[config.mk]
export PLATFORM = sky130hd
export DESIGN_NAME = tuple_serializer
export DESIGN_NICKNAME = d
export VERILOG_FILES = /design/src/rtl/serializer_pkg.sv /design/src/rtl/lane_select.sv /design/src/rtl/tuple_serializer.sv
export SDC_FILE = /design/constraint.sdc
export NUM_CORES = 1
export LEC_CHECK = 0
export ABC_AREA = 1
export BUFFER_PORTS_ARGS = -buffer_cell sky130_fd_sc_hd__buf_2
export CORE_MARGIN = 2
export CORE_UTILIZATION = 40
export CTS_BUF_LIST = sky130_fd_sc_hd__clkbuf_2
export CTS_CLUSTER_DIAMETER = 120
export DETAILED_ROUTE_END_ITERATION = 7
export GPL_TIMING_DRIVEN = 0
export PLACE_DENSITY = 0.76
export SYNTH_ARGS = -nofsm -noshare
export SYNTH_HDL_FRONTEND = slang
export SYNTH_SLANG_ARGS = --single-unit
[constraint.sdc]
create_clock -name clk -period 1.2 [get_ports clk]
set_input_delay 0.24 -clock clk [delete_from_list [all_inputs] [get_ports clk]]
set_output_delay 0.24 -clock clk [all_outputs]
set_load 0.005 [all_outputs]
[src/rtl/serializer_pkg.sv]
// serializer_pkg: shared definitions for tuple_serializer.
//   state_t            : serializer FSM state encoding (IDLE, SHIFT)
//   in_w(size)         : width of the value field
//   lane_w(k)          : width of the lane field (0 when k == 1)
//   out_w(k, size)     : width of one {value, lane} slot
//   idx_w(k)           : width of the lane index register (never below 1)
package serializer_pkg;

  typedef enum logic {
    IDLE  = 1'b0,
    SHIFT = 1'b1
  } state_t;

  function automatic int in_w(input int size);
    return $clog2(size);
  endfunction

  function automatic int lane_w(input int k);
    return $clog2(k);
  endfunction

  function automatic int out_w(input int k, input int size);
    return in_w(size) + lane_w(k);
  endfunction

  function automatic int idx_w(input int k);
    return (lane_w(k) < 1) ? 1 : lane_w(k);
  endfunction

endpackage

[src/rtl/lane_select.sv]
// lane_select: priority finder returning the lowest set bit of mask that lies
// above base (or at base when inclusive is set).
// Ports:
//   mask      : K-bit lane mask
//   base      : search start index
//   inclusive : 1 = base itself is a candidate, 0 = strictly above base
//   found     : a qualifying bit exists
//   sel       : index of the lowest qualifying bit (0 when none)
module lane_select #(
  parameter int K     = 4,
  parameter int IDX_W = 2
) (
  input  logic [K-1:0]     mask,
  input  logic [IDX_W-1:0] base,
  input  logic             inclusive,
  output logic             found,
  output logic [IDX_W-1:0] sel
);

  // Scan from the top down so the lowest qualifying bit is written last.
  always_comb begin
    found = 1'b0;
    sel   = '0;
    for (int i = K - 1; i >= 0; i--) begin
      if (mask[i] && ((i > int'(base)) || (inclusive && (i == int'(base))))) begin
        found = 1'b1;
        sel   = IDX_W'(i);
      end
    end
  end

endmodule

[src/rtl/tuple_serializer.sv]
// tuple_serializer: accepts a packed vector of K {value, lane} slots and
// emits them one slot per beat over a valid/ready stream.
// Ports:
//   clk, rst_n : clock (rising edge), asynchronous active-low reset
//   in_data    : K packed slots, slot i at [OUT_W*(i+1)-1 : OUT_W*i]
//   in_valid   : in_data valid
//   in_ready   : vector accepted when in_valid & in_ready
//   out_data   : current slot
//   out_valid  : out_data valid
//   out_ready  : beat consumed when out_valid & out_ready
//   out_last   : final beat of the current vector
//   in_mask    : (SERIALIZER_SKIP_EN only) lanes to emit, captured with in_data
// Build option SERIALIZER_SKIP_EN: skip lanes whose mask bit is 0; an all-zero
// mask is accepted and produces no beats.
module tuple_serializer
  import serializer_pkg::*;
#(
  parameter int K    = 4,
  parameter int SIZE = 16
) (
  input  logic                        clk,
  input  logic                        rst_n,
  input  logic [out_w(K,SIZE)*K-1:0]  in_data,
  input  logic                        in_valid,
  output logic                        in_ready,
  output logic [out_w(K,SIZE)-1:0]    out_data,
  output logic                        out_valid,
  input  logic                        out_ready,
  output logic                        out_last
`ifdef SERIALIZER_SKIP_EN
  ,
  input  logic [K-1:0]                in_mask
`endif
);

  localparam int OUT_W = out_w(K, SIZE);
  localparam int IDX_W = idx_w(K);
  localparam logic [IDX_W-1:0] LAST_LANE = IDX_W'(K - 1);

  state_t                  state_q, state_d;
  logic [K-1:0][OUT_W-1:0] buf_q, buf_d;
  logic [IDX_W-1:0]        idx_q, idx_d;
  logic [IDX_W-1:0]        first_idx, next_idx;
  logic                    first_found, last_beat, load;

`ifdef SERIALIZER_SKIP_EN
  logic [K-1:0] mask_q, mask_d;
  logic         next_found;

  lane_select #(.K(K), .IDX_W(IDX_W)) u_first (
    .mask      (in_mask),
    .base      ({IDX_W{1'b0}}),
    .inclusive (1'b1),
    .found     (first_found),
    .sel       (first_idx)
  );

  lane_select #(.K(K), .IDX_W(IDX_W)) u_next (
    .mask      (mask_q),
    .base      (idx_q),
    .inclusive (1'b0),
    .found     (next_found),
    .sel       (next_idx)
  );

  // No enabled lane above the current one means this beat closes the vector.
  assign last_beat = !next_found;
`else
  assign first_found = 1'b1;
  assign first_idx   = '0;
  assign next_idx    = idx_q + IDX_W'(1);
  assign last_beat   = (idx_q == LAST_LANE);
`endif

  assign out_valid = (state_q == SHIFT);
  assign out_data  = out_valid ? buf_q[idx_q] : '0;
  assign out_last  = out_valid & last_beat;
  // Ready also while the final beat leaves, so a waiting vector loads with no bubble.
  assign in_ready  = (state_q == IDLE) | (out_valid & out_ready & last_beat);
  assign load      = in_valid & in_ready;

  always_comb begin
    state_d = state_q;
    buf_d   = buf_q;
    idx_d   = idx_q;
`ifdef SERIALIZER_SKIP_EN
    mask_d  = mask_q;
`endif
    if (load) begin
      buf_d   = in_data;
      idx_d   = first_idx;
      state_d = first_found ? SHIFT : IDLE;
`ifdef SERIALIZER_SKIP_EN
      mask_d  = in_mask;
`endif
    end else if (out_valid && out_ready) begin
      if (last_beat) state_d = IDLE;
      else           idx_d   = next_idx;
    end
  end

  always_ff @(posedge clk or negedge rst_n) begin
    if (!rst_n) begin
      state_q <= IDLE;
      buf_q   <= '0;
      idx_q   <= '0;
`ifdef SERIALIZER_SKIP_EN
      mask_q  <= '0;
`endif
    end else begin
      state_q <= state_d;
      buf_q   <= buf_d;
      idx_q   <= idx_d;
`ifdef SERIALIZER_SKIP_EN
      mask_q  <= mask_d;
`endif
    end
  end

endmodule
==> reports/summary.txt, run 1 <==
==================================================================================
Instance count along the most critical hold path ....................            3
Total negative slack for setup checks ...............................     -8.27 ns
Kind of critical path ............................................... flip-flop to primary output
Number of unique standard cell types used by synthesis ..............           13
Crit-path cells ..................................................... inv_2 > buf_6 > nand2_2 > nand3_2 > a21oi_2 > buf_2
Top-Level Pins ......................................................           37
Number of maximum-capacitance constraint violations .................            0
Final setup violation count .........................................           34
Buffers on Ports ....................................................           35
Routed wirelength normalized by instance count ......................      11.8 µm
Number of buffer and inverter stages on the critical path ...........            3
Combinational share of power ........................................        55.7%
Final-report hold violation count ...................................            0
Shortest clock period the worst path allows after layout ............      1.74 ns
Clock network fraction of total power ...............................         8.2%
Cell at the slowest stage of the critical path ......................      dfrtp_2
H-tree levels .......................................................            1
Setup repair after global routing missed its margin .................         true
Portion of the post-synthesis area used by sequential elements ......        47.5%
Area of the placeable core ..........................................  0.00336 mm²
Overall routed net length ...........................................      3.42 mm
Maximum number of pins on one net before global-route repair ........           28
Die outline width ...................................................      63.6 µm
F_max ...............................................................    0.575 GHz
Via total after detailed routing ....................................        1,368
Outcome ............................................................. finished with violations
Chip height .........................................................      63.6 µm
Library cell used as clock root buffer ..............................     clkbuf_2
Least-Margin Pin Slew ...............................................     0.605 ns
Share of final-layout standard cells stronger than drive strength 1 .        33.2%
# placed instances ..................................................          276
Post-synthesis register bit count ...................................           27
Path type of the worst min-delay path ............................... input pin to flip-flop
Data arrival at the endpoint of the critical path ...................      1.50 ns
Clock buffer depth ..................................................            2
Final number of max-transition violations ...........................            0
Kind of cell adding the most delay to the critical path .............   flip-flops
P per Cell Area .....................................................  2350 mW/mm²
Failing checks ...................................................... negative setup slack
Sum of overflow across all layers after global routing ..............            0
DRC violation total after the first TritonRoute iteration ...........           46
Cell Rows ...........................................................           21
Post-synth net total ................................................          224
Number of design rule violations left after detail routing ..........            0
Initial core utilization ............................................        42.3%
Leakage power summed over all cells .................................      1.07 nW
Number of inserted diodes ...........................................            0
Overall track demand over capacity in global routing ................        18.5%
Num CTS Buffers .....................................................            3
Switching power summed over all nets ................................      1.88 mW
First-pass DRT Iterations ...........................................            4
Final period util ...................................................         145%
Path depth of the worst reg2reg path ................................            8
TritonCTS clock tree ................................................          yes
Sum of net half-perimeters after detailed placement .................      2.32 mm
CP Data Required Time ...............................................      0.96 ns
Clock slew seen by the registers of the worst setup and hold paths ..      0.26 ns
Routability-driven placement congestion ratio .......................        0.800
Non-Filler Instances ................................................          290
Synth Area per Inst .................................................     7.29 µm²
Worst setup EP type ................................................. primary output
Internal power ......................................................      2.51 mW
Antenna violations before repair ....................................            0
Net switching fraction of the power .................................        42.9%
Gate count of the mapped netlist ....................................          195
Insertion delay to the later sink of the worst-skew pair ............      0.37 ns
Highest cell delay on the worst timing path .........................      0.49 ns
ANT nets after route ................................................            0
Routed vias/inst ....................................................         4.72
Wire length of the first global-routing pass ........................      5.85 mm
Worst setup slack after layout ......................................    -0.539 ns
Layout overhead on the synthesized area .............................        31.4%
Worst Path Max Fanout ...............................................            5
Pre-CTS setup slack .................................................    -0.244 ns
Crit start category .................................................    flip-flop
Number of global-route vias before repair ...........................        1,291
Cell area after technology mapping ..................................  0.00142 mm²
Stages on worst setup path ..........................................            6
Sequential power share ..............................................        36.1%
Headroom to the max-slew limit ......................................        59.6%
Worst Skew ..........................................................   0.00583 ns
Number of synthesis warnings ........................................            0
Highest ir drop seen on vdd .........................................      1.13 mV
Nets@finish .........................................................          274
Number of clock sinks seen by CTS ...................................           27
Area of the die .....................................................  0.00405 mm²
==================================================================================
[per-stage QoR]
stage	power [mW]	hold WS [ns]	area (µm²)	util, %
2_1_floorplan	2.87	-0.0556	1430	-
3_3_place_gp	3.43	0.276	1660	49.3
3_5_place_dp	3.47	0.285	1660	49.3
4_1_cts	4.29	0.0684	1840	54.7
5_1_grt	4.80	0.0383	1870	55.5
6_report	4.39	0.0614	1870	55.5
[synth_stat cells]
library cell  count  area, µm²
nand2_4           2       22.5
a21oi_1           6       30.0
clkbuf_1          1       3.75
nand2_1          77        289
inv_2             1       3.75
inv_1            30        113
nand3_1          39        195
o21ai_0           2       10.0
buf_4             1       7.51
ha_1              1       12.5
buf_2             5       25.0
dfrtp_1          27        676
buf_6             3       33.8
[final timing paths]
kind | start | end | slack (ns)
worst max-delay path | idx_q[0] | out_data[2] | -0.54
worst min-delay path | in_data[1] | buf_q[1] | 0.06
worst max register to register | idx_q[0] | buf_q[14] | -0.22
worst min register to register | buf_q[3] | buf_q[3] | 0.51
max in group asynchronous | rst_n | idx_q[0] | 0.43
min in group asynchronous | rst_n | idx_q[1] | 0.36
[cells in the final DEF (no fill, tap or decap), drive strengths merged]
cell type,count
nand3,39
o21ai,2
clkbuf,4
ha,1
buf,53
a21oi,6
dlygate4sd3,1
clkinv,1
inv,31
nand2,79
dfrtp,27
[sequential cells by signal (all words and copies together), names as in the netlist]
signal / cells
out_valid: 1
idx_q: 2
buf_q: 24
[power by group through the flow]
stage / Sequential (mW) / Clock (mW) / Combinational, mW
after global routing: 1.63 / 0.407 / 2.76
after detailed placement: 1.61 / 0 / 1.86
after floorplan: 1.54 / 0 / 1.33
final: 1.58 / 0.360 / 2.45
after global placement: 1.59 / 0 / 1.84
after CTS: 1.59 / 0.361 / 2.34
[cells by family (layout without fill, tap and decap cells)]
logic type	after synthesis	in the layout	synth area share [%]
AOI/OAI and AO/OA	8	8	2.82
buffers and inverters	41	90	13.1
and+or+nand+nor	118	118	35.7
adders and majority gates	1	1	0.880
DFF	27	27	47.5
[final cells by class]
class	count	area, µm²
Fill cell	366	1500
Sequential cell	27	678
Multi-Input combinational cell	127	632
Timing Repair Buffer	45	260
Inverter	31	124
Buffer	10	96.3
Tap cell	46	57.6
Clock buffer	3	15.0
Clock inverter	1	5.00
[timing repair]
| item | CTS | global route |
|---|---|---|
| pin swaps | 0 | 1 |
| hold buffers | 1 | 0 |
| endpoints found under the setup margin | 35 | 36 |
| buffers inserted | 5 | 2 |
| gates cloned | 2 | 0 |
| gates resized for setup | 31 | 3 |
| endpoints found under the hold margin | 27 | 0 |
[worst register-to-register path, cell delays in order (launching register included)]
cell	delay (ns)
dfrtp_2	0.49
ha_2	0.22
nand2_2	0.07
nand2_4	0.06
buf_6	0.16
nand2_8	0.09
buf_4	0.17
nand2_1	0.06
nand2_1	0.04
[layer usage]
metal	track usage, %	wire (µm)	vias to the layer above
met5	0	0	-
met4	6.52	35	0
met3	3.21	148	5
met2	28.9	1670	30
met1	25.7	1570	642
li1	-	-	691
Note: power is estimated with default switching activity, not from simulation.
==> inputs of run 2 (changes only) <==
--- a/config.mk
+++ b/config.mk
@@ -8,12 +8,13 @@
 export ABC_AREA = 1
 export BUFFER_PORTS_ARGS = -buffer_cell sky130_fd_sc_hd__buf_2
 export CORE_MARGIN = 2
-export CORE_UTILIZATION = 40
+export CORE_UTILIZATION = 25
 export CTS_BUF_LIST = sky130_fd_sc_hd__clkbuf_2
 export CTS_CLUSTER_DIAMETER = 120
 export DETAILED_ROUTE_END_ITERATION = 7
 export GPL_TIMING_DRIVEN = 0
-export PLACE_DENSITY = 0.76
+export PLACE_DENSITY = 0.55
+export REMOVE_ABC_BUFFERS = 1
 export SYNTH_ARGS = -nofsm -noshare
 export SYNTH_HDL_FRONTEND = slang
 export SYNTH_SLANG_ARGS = --single-unit
==> run 2 against run 1 <==
The run still ends with negative setup slack left. Power is 14% higher. Setup slack worse by 0.013 ns. Die area is 56% higher. Design area is 12% higher. Sequential cell count stayed put. Utilization is 17 points lower. Sequential share of layout area is 3.9 points lower.
==> reports/summary.txt, run 2 (synthesized netlist as in run 1, its figures left out) <==
==================================================================================
Outcome ............................................................. finished with violations   unchanged
Failing checks ...................................................... negative setup slack   unchanged
Final setup violation count .........................................           36   was 34
P per Cell Area .....................................................  2380 mW/mm²   was 2350 mW/mm²
Clock slew seen by the registers of the worst setup and hold paths ..      0.26 ns   about the same
Pre-CTS setup slack .................................................    -0.698 ns   was -0.244 ns
Kind of critical path ............................................... flip-flop to primary output   unchanged
Routed wirelength normalized by instance count ......................      13.1 µm   was 11.8 µm
Number of design rule violations left after detail routing ..........            0   unchanged
Number of inserted diodes ...........................................            0   unchanged
Top-Level Pins ......................................................           37   unchanged
Routed vias/inst ....................................................         4.42   was 4.72
Number of maximum-capacitance constraint violations .................            0   unchanged
Shortest clock period the worst path allows after layout ............      1.75 ns   was 1.74 ns
Antenna violations before repair ....................................            0   unchanged
Maximum number of pins on one net before global-route repair ........           30   was 28
F_max ...............................................................    0.571 GHz   was 0.575 GHz
Register with the most flip-flops ...................................        buf_q   unchanged
Initial core utilization ............................................        25.8%   was 42.3%
Clock buffer depth ..................................................            2   unchanged
Instance count along the most critical hold path ....................            3   unchanged
Share of final-layout standard cells stronger than drive strength 1 .        46.7%   was 33.2%
Wire length of the first global-routing pass ........................      6.49 mm   was 5.85 mm
Final number of max-transition violations ...........................            0   unchanged
Non-Filler Instances ................................................          314   was 290
Final-report hold violation count ...................................            0   unchanged
TritonCTS clock tree ................................................          yes   unchanged
Overall track demand over capacity in global routing ................        13.6%   was 18.5%
Sum of overflow across all layers after global routing ..............            0   unchanged
Number of global-route vias before repair ...........................        1,346   was 1,291
Layout overhead on the synthesized area .............................        47.7%   was 31.4%
Area of the die .....................................................  0.00630 mm²   was 0.00405 mm²
Nets@finish .........................................................          272   was 274
Worst Path Max Fanout ...............................................            5   unchanged
Final period util ...................................................         146%   was 145%
Path type of the worst min-delay path ............................... input pin to flip-flop   unchanged
Cell Rows ...........................................................           27   was 21
Path depth of the worst reg2reg path ................................            8   unchanged
Fill cell total of the finished layout ..............................          593   was 366
Highest ir drop seen on vdd .........................................     0.886 mV   was 1.13 mV
Sum of net half-perimeters after detailed placement .................      2.21 mm   was 2.32 mm
Min-Delay Endpoint ..................................................    buf_q[14]   was buf_q[1]
Die outline width ...................................................      79.4 µm   was 63.6 µm
Routability-driven placement congestion ratio .......................        0.746   was 0.800
Least-Margin Pin Slew ...............................................     0.832 ns   was 0.605 ns
Insertion delay to the later sink of the worst-skew pair ............      0.37 ns   about the same
Endpoint of the worst register-to-register path .....................     buf_q[5]   was buf_q[14]
Setup repair after global routing missed its margin .................         true   unchanged
Headroom to the max-slew limit ......................................        44.6%   was 59.6%
Most common cell after layout, fill and taps aside ..................      nand2_1   unchanged
Chip height .........................................................      79.4 µm   was 63.6 µm
# placed instances ..................................................          293   was 276
ANT nets after route ................................................            0   unchanged
Worst Skew ..........................................................    0.0153 ns   was 0.00583 ns
Overall routed net length ...........................................      4.11 mm   was 3.42 mm
Largest register FFs ................................................           24   unchanged
RR Startpoint .......................................................     idx_q[0]   unchanged
Hold path startpoint ................................................  in_data[14]   was in_data[1]
CP Data Required Time ...............................................      0.96 ns   about the same
Buffers on Ports ....................................................           36   was 35
Data arrival at the endpoint of the critical path ...................      1.51 ns   was 1.50 ns
Top library cells by usage in the layout, fill and taps aside ....... 44 x nand2_1, 35 x buf_2, 32 x nand2_2   was 72 x nand2_1, 38 x buf_2, 33 x nand3_1
Library cell used as clock root buffer ..............................     clkbuf_2   unchanged
Area of the placeable core ..........................................  0.00551 mm²   was 0.00336 mm²
Slack of the worst reg-to-reg path ..................................     -0.28 ns   was -0.22 ns
Leakage power summed over all cells .................................      1.09 nW   was 1.07 nW
DRC violation total after the first TritonRoute iteration ...........           74   was 46
Num CTS Buffers .....................................................            3   unchanged
Worst setup EP type ................................................. primary output   unchanged
Crit start category .................................................    flip-flop   unchanged
H-tree levels .......................................................            1   unchanged
Number of clock sinks seen by CTS ...................................           27   unchanged
Via total after detailed routing ....................................        1,388   was 1,368
First-pass DRT Iterations ...........................................            4   unchanged
Final Core Density ..................................................        38.1%   was 55.5%
Worst setup slack after layout ......................................    -0.552 ns   was -0.539 ns
==================================================================================
[run 2: metrics by stage]
stage | TNS (ns) | hold WS (ns) | instance area [µm²] | total power [mW]
after global placement | -19.92 | 0.290 | 1620 | 3.31
after CTS | -9.63 | 0.0582 | 1970 | 4.64
after global routing | -13.46 | 0.0287 | 2100 | 5.43
after detailed placement | -20.62 | 0.297 | 1620 | 3.35
after floorplan | -7.20 | -0.0556 | 1350 | 2.72
final | -10.64 | 0.0674 | 2100 | 5.00
[run 2: where the power goes]
part / switching [mW] / total, mW / internal [mW]
clock: 0.278 / 0.366 / 0.0879
combinational: 1.62 / 2.97 / 1.34
sequential: 0.330 / 1.66 / 1.33
total: 2.23 / 5.00 / 2.77
[run 2: area by class of cell]
class,instances,area [µm²],share of cell area (%)
Inverter,31,126,6.02
Tap cell,72,90.1,4.29
Multi-Input combinational cell,131,833,39.7
Clock buffer,4,20.0,0.954
Timing Repair Buffer,49,350,16.7
Sequential cell,27,679,32.4
[run 2: worst max-delay path by stage]
| stage | startpoint | end |
|---|---|---|
| after global placement | idx_q[0] | buf_q[6] |
| after global routing | idx_q[0] | out_data[4] |
| after floorplan | idx_q[0] | buf_q[0] |
| after detailed placement | idx_q[0] | buf_q[3] |
| after CTS | idx_q[0] | out_data[3] |
| final | idx_q[0] | out_data[4] |
[run 2: metal layers]
layer  share of wire (%)  global-route usage (%)
met2                  50                    23.2
met1                  44                    18.2
met5                   0                       0
met3                 4.9                    2.71
met4                0.78                    1.72
[run 2: worst max-delay path, cell delays in order, from the launching register on]
cell,delay [ns]
dfrtp_2,0.54
buf_6,0.16
nand2_1,0.07
nand3_2,0.07
a21oi_2,0.16
buf_2,0.15
[run 2: timing repair]
action	4_1_cts	5_1_grt
hold buffers	1	0
pin swaps	3	11
endpoints found under the setup margin	36	36
gates resized for setup	50	32
hold endpoints to repair	27	0
setup buffers	9	3
gates cloned	5	0
